## config.mk

```make
export PLATFORM = sky130hd
export DESIGN_NAME = mem_port_arbiter_flat
export DESIGN_NICKNAME = d
export VERILOG_FILES = /design/src/rtl/mem_port_arbiter_if.sv /design/src/rtl/mem_port_arbiter.sv /design/src/flat_wrapper.sv
export SDC_FILE = /design/constraint.sdc
export NUM_CORES = 1
export LEC_CHECK = 0
export CORE_MARGIN = 5
export CORE_UTILIZATION = 45
export CTS_CLUSTER_SIZE = 10
export DETAILED_ROUTE_END_ITERATION = 7
export GPL_TIMING_DRIVEN = 1
export HOLD_SLACK_MARGIN = 0.02
export PLACE_DENSITY = 0.95
export SYNTH_ARGS = -nofsm -noshare
export SYNTH_HDL_FRONTEND = slang
export SYNTH_SLANG_ARGS = --single-unit
```

## constraint.sdc

```tcl
create_clock -name clk -period 2.4 [get_ports clk]
set_input_delay 0.24 -clock clk [delete_from_list [all_inputs] [get_ports clk]]
set_output_delay 0.24 -clock clk [all_outputs]
set_load 0.01 [all_outputs]
```

## src/rtl/mem_port_arbiter_if.sv

```systemverilog
// Signal bundle between the IF/MEM requesters, the port arbiter and the shared SRAM-like port.
// The master view belongs to the arbiter; the slave view belongs to the surrounding pipeline and memory.
interface mem_port_arbiter_if #(
   parameter int AW = 32,
   parameter int DW = 32
);
   logic          inst_req;
   logic [AW-1:0] inst_addr;
   logic          inst_adv;
   logic [DW-1:0] inst_rdata;
   logic          stallreq_from_if;

   logic          data_req;
   logic          data_wr;
   logic [1:0]    data_size;
   logic [AW-1:0] data_addr;
   logic [DW-1:0] data_wdata;
   logic [3:0]    data_sel;
   logic          data_adv;
   logic [DW-1:0] data_rdata;
   logic          stallreq_from_mem;

   logic          bus_req;
   logic          bus_wr;
   logic [1:0]    bus_size;
   logic [AW-1:0] bus_addr;
   logic [DW-1:0] bus_wdata;
   logic [3:0]    bus_sel;
   logic          bus_addr_ok;
   logic          bus_data_ok;
   logic [DW-1:0] bus_rdata;

   modport master (
      input  inst_req, inst_addr, inst_adv,
      output inst_rdata, stallreq_from_if,
      input  data_req, data_wr, data_size, data_addr, data_wdata, data_sel, data_adv,
      output data_rdata, stallreq_from_mem,
      output bus_req, bus_wr, bus_size, bus_addr, bus_wdata, bus_sel,
      input  bus_addr_ok, bus_data_ok, bus_rdata
   );

   modport slave (
      output inst_req, inst_addr, inst_adv,
      input  inst_rdata, stallreq_from_if,
      output data_req, data_wr, data_size, data_addr, data_wdata, data_sel, data_adv,
      input  data_rdata, stallreq_from_mem,
      input  bus_req, bus_wr, bus_size, bus_addr, bus_wdata, bus_sel,
      output bus_addr_ok, bus_data_ok, bus_rdata
   );
endinterface

```

## src/rtl/mem_port_arbiter.sv

```systemverilog
// Shares one memory port between instruction fetch and MEM-stage data accesses, one transaction
// at a time, with data having priority; returned words are held until the owning stage advances.
module mem_port_arbiter #(
   parameter int AW = 32,
   parameter int DW = 32
) (
   input  logic               clk,
   input  logic               rst,
   mem_port_arbiter_if.master mp
);
   typedef enum logic [1:0] {IDLE = 2'd0, ADDR = 2'd1, DATA = 2'd2} state_t;

   state_t        state_q, state_d;
   logic          owner_data_q;
   logic          inst_served_q, data_served_q;
   logic          bus_req_q, bus_wr_q;
   logic [1:0]    bus_size_q;
   logic [AW-1:0] bus_addr_q;
   logic [DW-1:0] bus_wdata_q;
   logic [3:0]    bus_sel_q;
   logic [DW-1:0] inst_rdata_q, data_rdata_q;
   logic          grant_data, grant_inst;
   logic          done, done_inst, done_data;

   always_comb begin
      state_d    = state_q;
      grant_data = 1'b0;
      grant_inst = 1'b0;
      case (state_q)
         IDLE: begin
            grant_data = mp.data_req & ~data_served_q;
            grant_inst = ~grant_data & mp.inst_req & ~inst_served_q;
            if (grant_data | grant_inst) state_d = ADDR;
         end
         ADDR:    if (mp.bus_addr_ok) state_d = DATA;
         DATA:    if (mp.bus_data_ok) state_d = IDLE;
         default: state_d = IDLE;
      endcase
   end

   always_ff @(posedge clk) begin
      if (rst) state_q <= IDLE;
      else     state_q <= state_d;
   end

   // A response only counts in DATA; data_ok seen while still in ADDR is ignored.
   assign done      = (state_q == DATA) & mp.bus_data_ok;
   assign done_inst = done & ~owner_data_q;
   assign done_data = done & owner_data_q;

   always_ff @(posedge clk) begin
      if (rst) begin
         owner_data_q <= 1'b0;
         bus_req_q    <= 1'b0;
         bus_wr_q     <= 1'b0;
         bus_size_q   <= 2'd0;
         bus_addr_q   <= '0;
         bus_wdata_q  <= '0;
         bus_sel_q    <= 4'd0;
      end else if (grant_data) begin
         owner_data_q <= 1'b1;
         bus_req_q    <= 1'b1;
         bus_wr_q     <= mp.data_wr;
         bus_size_q   <= mp.data_size;
         bus_addr_q   <= mp.data_addr;
         bus_wdata_q  <= mp.data_wdata;
         bus_sel_q    <= mp.data_sel;
      end else if (grant_inst) begin
         owner_data_q <= 1'b0;
         bus_req_q    <= 1'b1;
         bus_wr_q     <= 1'b0;
         bus_size_q   <= 2'd2;
         bus_addr_q   <= mp.inst_addr;
         bus_wdata_q  <= '0;
         bus_sel_q    <= 4'hF;
      end else if ((state_q == ADDR) && mp.bus_addr_ok) begin
         bus_req_q    <= 1'b0;
      end
   end

   // Served flags block re-issue until the stage advances; a requester that let go gets nothing.
   always_ff @(posedge clk) begin
      if (rst) begin
         inst_served_q <= 1'b0;
         data_served_q <= 1'b0;
         inst_rdata_q  <= '0;
         data_rdata_q  <= '0;
      end else begin
         if (mp.inst_adv)                    inst_served_q <= 1'b0;
         else if (done_inst & mp.inst_req)   inst_served_q <= 1'b1;
         if (mp.data_adv)                    data_served_q <= 1'b0;
         else if (done_data & mp.data_req)   data_served_q <= 1'b1;
         if (done_inst & mp.inst_req)             inst_rdata_q <= mp.bus_rdata;
         if (done_data & mp.data_req & ~bus_wr_q) data_rdata_q <= mp.bus_rdata;
      end
   end

   assign mp.stallreq_from_if  = mp.inst_req & ~inst_served_q & ~done_inst;
   assign mp.stallreq_from_mem = mp.data_req & ~data_served_q & ~done_data;
   assign mp.inst_rdata        = done_inst ? mp.bus_rdata : inst_rdata_q;
   assign mp.data_rdata        = (done_data & ~bus_wr_q) ? mp.bus_rdata : data_rdata_q;

   assign mp.bus_req   = bus_req_q;
   assign mp.bus_wr    = bus_wr_q;
   assign mp.bus_size  = bus_size_q;
   assign mp.bus_addr  = bus_addr_q;
   assign mp.bus_wdata = bus_wdata_q;
   assign mp.bus_sel   = bus_sel_q;
endmodule

```

## src/flat_wrapper.sv

```systemverilog
// flat-port wrapper written by rule: the top's interface ports become plain ports
module mem_port_arbiter_flat 
#(
   parameter int AW = 32,
   parameter int DW = 32
)
  (clk, rst, mp_inst_req, mp_inst_addr, mp_inst_adv, mp_inst_rdata, mp_stallreq_from_if, mp_data_req, mp_data_wr, mp_data_size, mp_data_addr, mp_data_wdata, mp_data_sel, mp_data_adv, mp_data_rdata, mp_stallreq_from_mem, mp_bus_req, mp_bus_wr, mp_bus_size, mp_bus_addr, mp_bus_wdata, mp_bus_sel, mp_bus_addr_ok, mp_bus_data_ok, mp_bus_rdata);
  mem_port_arbiter_if #(.AW(AW), .DW(DW)) mp_i ();
  input  logic clk;
  input  logic rst;
  input wire logic [$bits(mp_i.inst_req)-1:0] mp_inst_req;
  input wire logic [$bits(mp_i.inst_addr)-1:0] mp_inst_addr;
  input wire logic [$bits(mp_i.inst_adv)-1:0] mp_inst_adv;
  output wire logic [$bits(mp_i.inst_rdata)-1:0] mp_inst_rdata;
  output wire logic [$bits(mp_i.stallreq_from_if)-1:0] mp_stallreq_from_if;
  input wire logic [$bits(mp_i.data_req)-1:0] mp_data_req;
  input wire logic [$bits(mp_i.data_wr)-1:0] mp_data_wr;
  input wire logic [$bits(mp_i.data_size)-1:0] mp_data_size;
  input wire logic [$bits(mp_i.data_addr)-1:0] mp_data_addr;
  input wire logic [$bits(mp_i.data_wdata)-1:0] mp_data_wdata;
  input wire logic [$bits(mp_i.data_sel)-1:0] mp_data_sel;
  input wire logic [$bits(mp_i.data_adv)-1:0] mp_data_adv;
  output wire logic [$bits(mp_i.data_rdata)-1:0] mp_data_rdata;
  output wire logic [$bits(mp_i.stallreq_from_mem)-1:0] mp_stallreq_from_mem;
  output wire logic [$bits(mp_i.bus_req)-1:0] mp_bus_req;
  output wire logic [$bits(mp_i.bus_wr)-1:0] mp_bus_wr;
  output wire logic [$bits(mp_i.bus_size)-1:0] mp_bus_size;
  output wire logic [$bits(mp_i.bus_addr)-1:0] mp_bus_addr;
  output wire logic [$bits(mp_i.bus_wdata)-1:0] mp_bus_wdata;
  output wire logic [$bits(mp_i.bus_sel)-1:0] mp_bus_sel;
  input wire logic [$bits(mp_i.bus_addr_ok)-1:0] mp_bus_addr_ok;
  input wire logic [$bits(mp_i.bus_data_ok)-1:0] mp_bus_data_ok;
  input wire logic [$bits(mp_i.bus_rdata)-1:0] mp_bus_rdata;
  assign mp_i.inst_req = mp_inst_req;
  assign mp_i.inst_addr = mp_inst_addr;
  assign mp_i.inst_adv = mp_inst_adv;
  assign mp_inst_rdata = mp_i.inst_rdata;
  assign mp_stallreq_from_if = mp_i.stallreq_from_if;
  assign mp_i.data_req = mp_data_req;
  assign mp_i.data_wr = mp_data_wr;
  assign mp_i.data_size = mp_data_size;
  assign mp_i.data_addr = mp_data_addr;
  assign mp_i.data_wdata = mp_data_wdata;
  assign mp_i.data_sel = mp_data_sel;
  assign mp_i.data_adv = mp_data_adv;
  assign mp_data_rdata = mp_i.data_rdata;
  assign mp_stallreq_from_mem = mp_i.stallreq_from_mem;
  assign mp_bus_req = mp_i.bus_req;
  assign mp_bus_wr = mp_i.bus_wr;
  assign mp_bus_size = mp_i.bus_size;
  assign mp_bus_addr = mp_i.bus_addr;
  assign mp_bus_wdata = mp_i.bus_wdata;
  assign mp_bus_sel = mp_i.bus_sel;
  assign mp_i.bus_addr_ok = mp_bus_addr_ok;
  assign mp_i.bus_data_ok = mp_bus_data_ok;
  assign mp_i.bus_rdata = mp_bus_rdata;
  mem_port_arbiter #(.AW(AW), .DW(DW)) u_core (.clk(clk), .rst(rst), .mp(mp_i));
endmodule
```

==> out/metrics.yaml, run 1 <==
status:
  status: "completed"
layout:
  n_antenna_cell: 0
  final_core_util_pct: 72.0
  drive_gt1_share_pct: 16.4
  final_cell_area_um2: 9880
  multi_input_area_um2: 3060
  layout.area.seq_um2: 2830
  nFillCells: 1008
  nets: 1115
  synthToLayoutAreaGrowth_pct: 59.0
  finalNonFillerCells: 1164
drt:
  dr.pass1.iters: 5
  postRouteAntennaNets: 0
  wl_mm: 20.4
  drt_iter0_markers: 459
  drc: 0
  num_vias: 6178
  viasPerCell: 5.31
  wl_per_cell_um: 17.5
logic_synthesis:
  synth_seq_area_share_pct: 45.4
  ys_ff_latch: 141
  synth_edf_count: 0
  yosysWarnings: 0
  synth.cell_area_um2: 6210
  synth.net_count: 842
  synth.distinct_cells: 29
  syn_area_per_cell_um2: 8.89
  synthCells: 699
  yosys-top-cells-area: "dfxtp_1, nand2_1, mux2_2"
  yosysTopAreaCell: "dfxtp_1"
  yosysTopAreaCellShare_pct: 45.4
  yosysMostFrequentCell: "nand2_1"
  synth_async_sr_flop_share_pct: 0
  synth_ff_type: "dfxtp_1"
  yosys-top-cells-count: "nand2_1, dfxtp_1, nor2_1"
critical_path:
  worstSetupStartpointType: "register"
  r2r_setup_slack_ns: 0.57
  critPathRequiredTime_ns: 2.16
  critPathKind: "reg -> out"
  cp_max_fo: 16
  critPathCaptureType: "output port"
  critical_path_arrival_ns: 2.09
  reg2reg_depth: 5
timing:
  post-route-period-util_pct: 97.1
  period_minus_slack_ns: 2.33
  setup_slack_ns: 0.0692
  fmax_mhz: 429
  setup_viol: 0
  tightest_slew_ns: 0.552
  hold_viol: 0
  hold_ws_ns: 0.241
  clock_skew_ns: 0.00736
  max_slew_margin_pct: 63.2
  slew_viol_final: 0
pwr:
  power.leakage_nw: 4.01
  ir_worst_vdd_mv: 0.381
  p_per_area_nw_per_um2: 650
clock_tree:
  ctsHtreeMaxLevel: 4
  clk_path_buf_depth: 2
  cts.clk_slew.worst_paths_ns: 0.06
  postCtsHoldBufs: 0
  cts_made_buffers: 17
  numClockSinks: 141
  cts-root-buf: "clkbuf_16"
  worstSkewPairLatency_ns: 0.41
  tritoncts: "built"
placement:
  port_buffers: 280
  pre_cts_ws_ns: -0.0297
  dp_hpwl_mm: 14.3
  placed_area_um2: 9110
  gp_congestion: 0.835
  dp.cells: 1118
grt:
  grt_pass1_vias: 6098
  grt_start_max_net_pins: 68
  grt_pass1_wl_mm: 31.6
  grtUsageTotal_pct: 24.3
  antenna_found_initial: 0
  grt-ovfl-total: 0
floorplan:
  row_count: 43
  io_pins: 281
  die_h_um: 127
  die_area_um2: 16300
  die_width_um: 127
  start_util_pct: 45.3
  core_um2: 13700
run:
  max-cap-violations: 0
hold_path:
  min_path_cells: 4
  hp-class: "in -> reg"
==> cells in the final DEF (no fill, tap or decap), drive strengths merged <==
cell | netlist | layout
dlymetal6s2s | 0 | 5
or3 | 1 | 1
a32oi | 1 | 1
clkdlybuf4s50 | 0 | 225
nor2 | 80 | 80
a311oi | 31 | 31
clkdlybuf4s15 | 0 | 9
nor2b | 1 | 1
or3b | 1 | 1
dlygate4sd2 | 0 | 40
clkbuf | 23 | 21
nand4b | 1 | 1
nand2 | 194 | 194
a211o | 1 | 1
nor3b | 1 | 1
and4bb | 1 | 1
buf | 37 | 35
clkinvlp | 0 | 2
nor3 | 9 | 9
and4b | 1 | 1
nand3b | 2 | 2
or2b | 1 | 1
and2 | 1 | 1
dfxtp | 141 | 141
clkinv | 0 | 4
bufinv | 0 | 4
a211oi | 1 | 1
mux2 | 64 | 64
a22oi | 34 | 34
nand2b | 2 | 2
a21oi | 70 | 70
==> routing by layer <==
| layer | vias to the layer above | part of all wire [%] | track usage (%) |
|---|---|---|---|
| li1 | 2941 | - | - |
| met1 | 2916 | 39 | 27.6 |
| met2 | 268 | 51 | 42.6 |
| met3 | 53 | 8.3 | 7.19 |
| met4 | 0 | 2.6 | 9.27 |
| met5 | - | 0 | 0 |
==> critical path: stages, from the launching register on <==
cell	delay, ns
dfxtp_1	0.33
nand4b_4	0.19
nor2_4	0.15
buf_12	0.17
mux2_2	0.35
clkdlybuf4s50_1	0.48
==> stage by stage <==
| step | total power (W) | TNS (ns) |
|---|---|---|
| finish | 0.00642 | 0 |
| global route | 0.00666 | -0.00717 |
| CTS | 0.00647 | 0 |
| detailed placement | 0.00368 | -0.170 |
| global placement | 0.00365 | -0.00997 |
| floorplan | 0.00309 | 0 |
==> area by class of cell <==
class / count / area share (%)
sequential: 141 / 28.6
clock buffer: 21 / 4.76
timing repair buffer: 314 / 31.8
tap: 180 / 2.28
clock inverter: 10 / 1.65
multi-input combinational: 498 / 30.9
==> what timing repair did <==
item                                    CTS  global route
resized for setup                        54            14
endpoints found under the setup margin   64            15
cloned                                    2             0
setup buffers                             3            10
pin swaps                                 1             2
endpoints found under the hold margin     0             0
==> worst paths after layout <==
check,startpoint,to
worst max-delay path,u_core.state_q[0]$_SDFFE_PP0P_,mp_data_rdata[20]
worst min-delay path,mp_bus_data_ok,u_core.state_q[1]$_SDFFE_PP0P_
worst max register to register,u_core.data_served_q$_SDFFE_PP0P_,u_core.mp.bus_addr[18]$_SDFFE_PP0P_
worst min register to register,u_core.mp.bus_req$_SDFFE_PP0P_,u_core.mp.bus_req$_SDFFE_PP0P_
==> cell families (layout without fill, tap and decap cells) <==
logic type	Yosys count	after routing	synth area share (%)
simple gates	296	296	19.4
flops	141	141	45.4
compound gates	138	138	17.8
mux	64	64	11.6
buf+inv	60	345	5.70
==> sequential cells by signal (all words and copies together), names as in the netlist, 2 cells and up <==
register / flops
u_core.mp.bus_sel: 4
u_core.inst_rdata_q: 32
u_core.state_q: 2
u_core.mp.bus_wdata: 32
u_core.mp.bus_addr: 32
u_core.data_rdata_q: 32
u_core.mp.bus_size: 2
==> where the power goes <==
group	internal (W)	switching, W	total, W	leakage (nW)
Sequential	0.00247	0.0000703	0.00254	1.15
Clock	0.00182	0.000976	0.00279	0.305
Combinational	0.000596	0.000495	0.00109	2.55
(Power assumes the default switching activity.)
==> inputs of run 2 (changes only) <==
--- a/constraint.sdc
+++ b/constraint.sdc
@@ -3,2 +3,2 @@
 set_output_delay 0.24 -clock clk [all_outputs]
-set_load 0.01 [all_outputs]
+set_load 0.1 [all_outputs]
==> out/metrics.yaml, run 2 (same netlist as run 1, synthesis figures left out) <==
layout:
  n_antenna_cell: 0
  mostFrequentLayoutCells: "nand2_1, clkdlybuf4s50_1, dfxtp_1"
  drive_gt1_share_pct: 28.7
  finalNonFillerCells: 1146
  final_core_util_pct: 73.5
  nets: 1098
  nFillCells: 927
  synthToLayoutAreaGrowth_pct: 62.4
  final_common_cell: "nand2_1"
drt:
  num_vias: 6066
  drt_iter0_markers: 356
  drc: 0
  dr.pass1.iters: 5
  wl_per_cell_um: 18.2
  wl_mm: 20.8
  viasPerCell: 5.29
  postRouteAntennaNets: 0
timing:
  clock_skew_ns: 0.00671
  max_slew_margin_pct: 61.2
  tightest_slew_ns: 0.582
  rsz0062_at_grt: "false"
  period_minus_slack_ns: 2.21
  fmax_mhz: 453
  post-route-period-util_pct: 91.9
  hold_viol: 0
  setup_viol: 0
  tns_ns: 0
  slew_viol_final: 0
  hold_ws_ns: 0.317
hold_path:
  hold_end: "u_core.mp.bus_wdata[23]$_SDFFE_PP0P_"
  hp-class: "in -> reg"
  min_path_cells: 2
  hp-start: "rst"
floorplan:
  io_pins: 281
  die_h_um: 127
  row_count: 43
  die_area_um2: 16300
  core_um2: 13700
  start_util_pct: 45.3
  die_width_um: 127
pwr:
  clkPwrFrac_pct: 33.6
  ir_worst_vdd_mv: 0.578
  internal_power_w: 0.00438
  p_switching_w: 0.00240
  p_per_area_nw_per_um2: 673
  power.leakage_nw: 4.00
  seqPwrFrac_pct: 37.5
  p_sw_share_pct: 35.4
  pwr-share-comb_pct: 28.9
critical_path:
  critPathRequiredTime_ns: 2.16
  worstSetupStartpointType: "register"
  critPathCaptureType: "output port"
  critical_path_arrival_ns: 1.97
  critPathKind: "reg -> out"
  r2r_setup_slack_ns: 0.69
  cp_max_fo: 32
  reg2reg_depth: 6
  r2r_start: "u_core.data_served_q$_SDFFE_PP0P_"
  r2r-end: "u_core.mp.bus_wdata[13]$_SDFFE_PP0P_"
grt:
  grt_pass1_vias: 6300
  grt_start_max_net_pins: 68
  grtUsageTotal_pct: 24.8
  grt_pass1_wl_mm: 32.3
  antenna_found_initial: 0
  grt-ovfl-total: 0
clock_tree:
  postCtsHoldBufs: 0
  ctsHtreeMaxLevel: 4
  worstSkewPairLatency_ns: 0.41
  cts_made_buffers: 17
  postCtsSetupBuffers: 0
  tritoncts: "built"
  clk_path_buf_depth: 2
  cts.clk_slew.worst_paths_ns: 0.06
  cts-root-buf: "clkbuf_16"
  cts_resized: 0
  numClockSinks: 141
status:
  status: "completed"
run:
  max-cap-violations: 0
placement:
  gp_congestion: 0.816
  dp_hpwl_mm: 14.8
  dp.cells: 1116
  port_buffers: 280
## run 2: cell count changes in the layout (fill, tap and decap cells not counted), sizes merged
cell and delta:
clkbuf +1, clkdlybuf4s50 -84, dlymetal6s2s -5, dlygate4sd2 -40, clkinv +3, bufinv -4
clkinvlp -1, buf +121, clkdlybuf4s15 -9
## run 2: metal layers
layer / track usage, % / part of all wire [%]
met2: 45.0 / 52
met1: 27.4 / 39
met5: 0 / 0
met3: 7.19 / 6.7
met4: 8.64 / 2.6
## run 2: per-stage QoR
stage | setup slack (ns) | power [W] | instance area (um^2)
4_1_cts | 0.171 | 0.00682 | 10100
2_1_floorplan | 0.127 | 0.00395 | 6220
3_5_place_dp | 0.213 | 0.00455 | 9590
3_3_place_gp | 0.258 | 0.00451 | 9590
6_report | 0.193 | 0.00678 | 10100
5_1_grt | 0.115 | 0.00702 | 10100
## run 2: worst max path at each step
stage | startpoint | endpoint | slack, ns | cells after the start
detailed placement | mp_inst_req | u_core.mp.bus_addr[28]$_SDFFE_PP0P_ | 0.21 | 6
finish | u_core.owner_data_q$_SDFFE_PP0P_ | mp_data_rdata[31] | 0.19 | 5
floorplan | u_core.data_served_q$_SDFFE_PP0P_ | mp_stallreq_from_mem | 0.13 | 4
global route | u_core.owner_data_q$_SDFFE_PP0P_ | mp_data_rdata[4] | 0.11 | 5
CTS | u_core.owner_data_q$_SDFFE_PP0P_ | mp_data_rdata[31] | 0.17 | 5
global placement | mp_bus_data_ok | mp_data_rdata[31] | 0.26 | 6
## run 2: power groups by stage
| stage | sequential [W] | combinational (W) | clock (W) |
|---|---|---|---|
| 6_report | 0.00255 | 0.00196 | 0.00228 |
| 5_1_grt | 0.00256 | 0.00203 | 0.00243 |
| 4_1_cts | 0.00254 | 0.00196 | 0.00231 |
| 3_5_place_dp | 0.00259 | 0.00196 | 0 |
| 3_3_place_gp | 0.00258 | 0.00193 | 0 |
| 2_1_floorplan | 0.00337 | 0.000580 | 0 |
## run 2: cell type report
| type | instances | area (um^2) | area share (%) |
|---|---|---|---|
| clock buffers | 22 | 454 | 4.50 |
| clock inverters | 8 | 46.3 | 0.459 |
| multi-input cells | 498 | 3050 | 30.3 |
| flip-flops and latches | 141 | 2820 | 28.0 |
| well taps | 180 | 225 | 2.23 |
| repair buffers | 297 | 3480 | 34.5 |
## run 2: worst max-delay path, stage by stage (launching register included)
cell and delay, ns:
dfxtp_1 0.42, nand4b_4 0.14, nor2_2 0.15, buf_12 0.24, mux2_2 0.41, buf_12 0.18
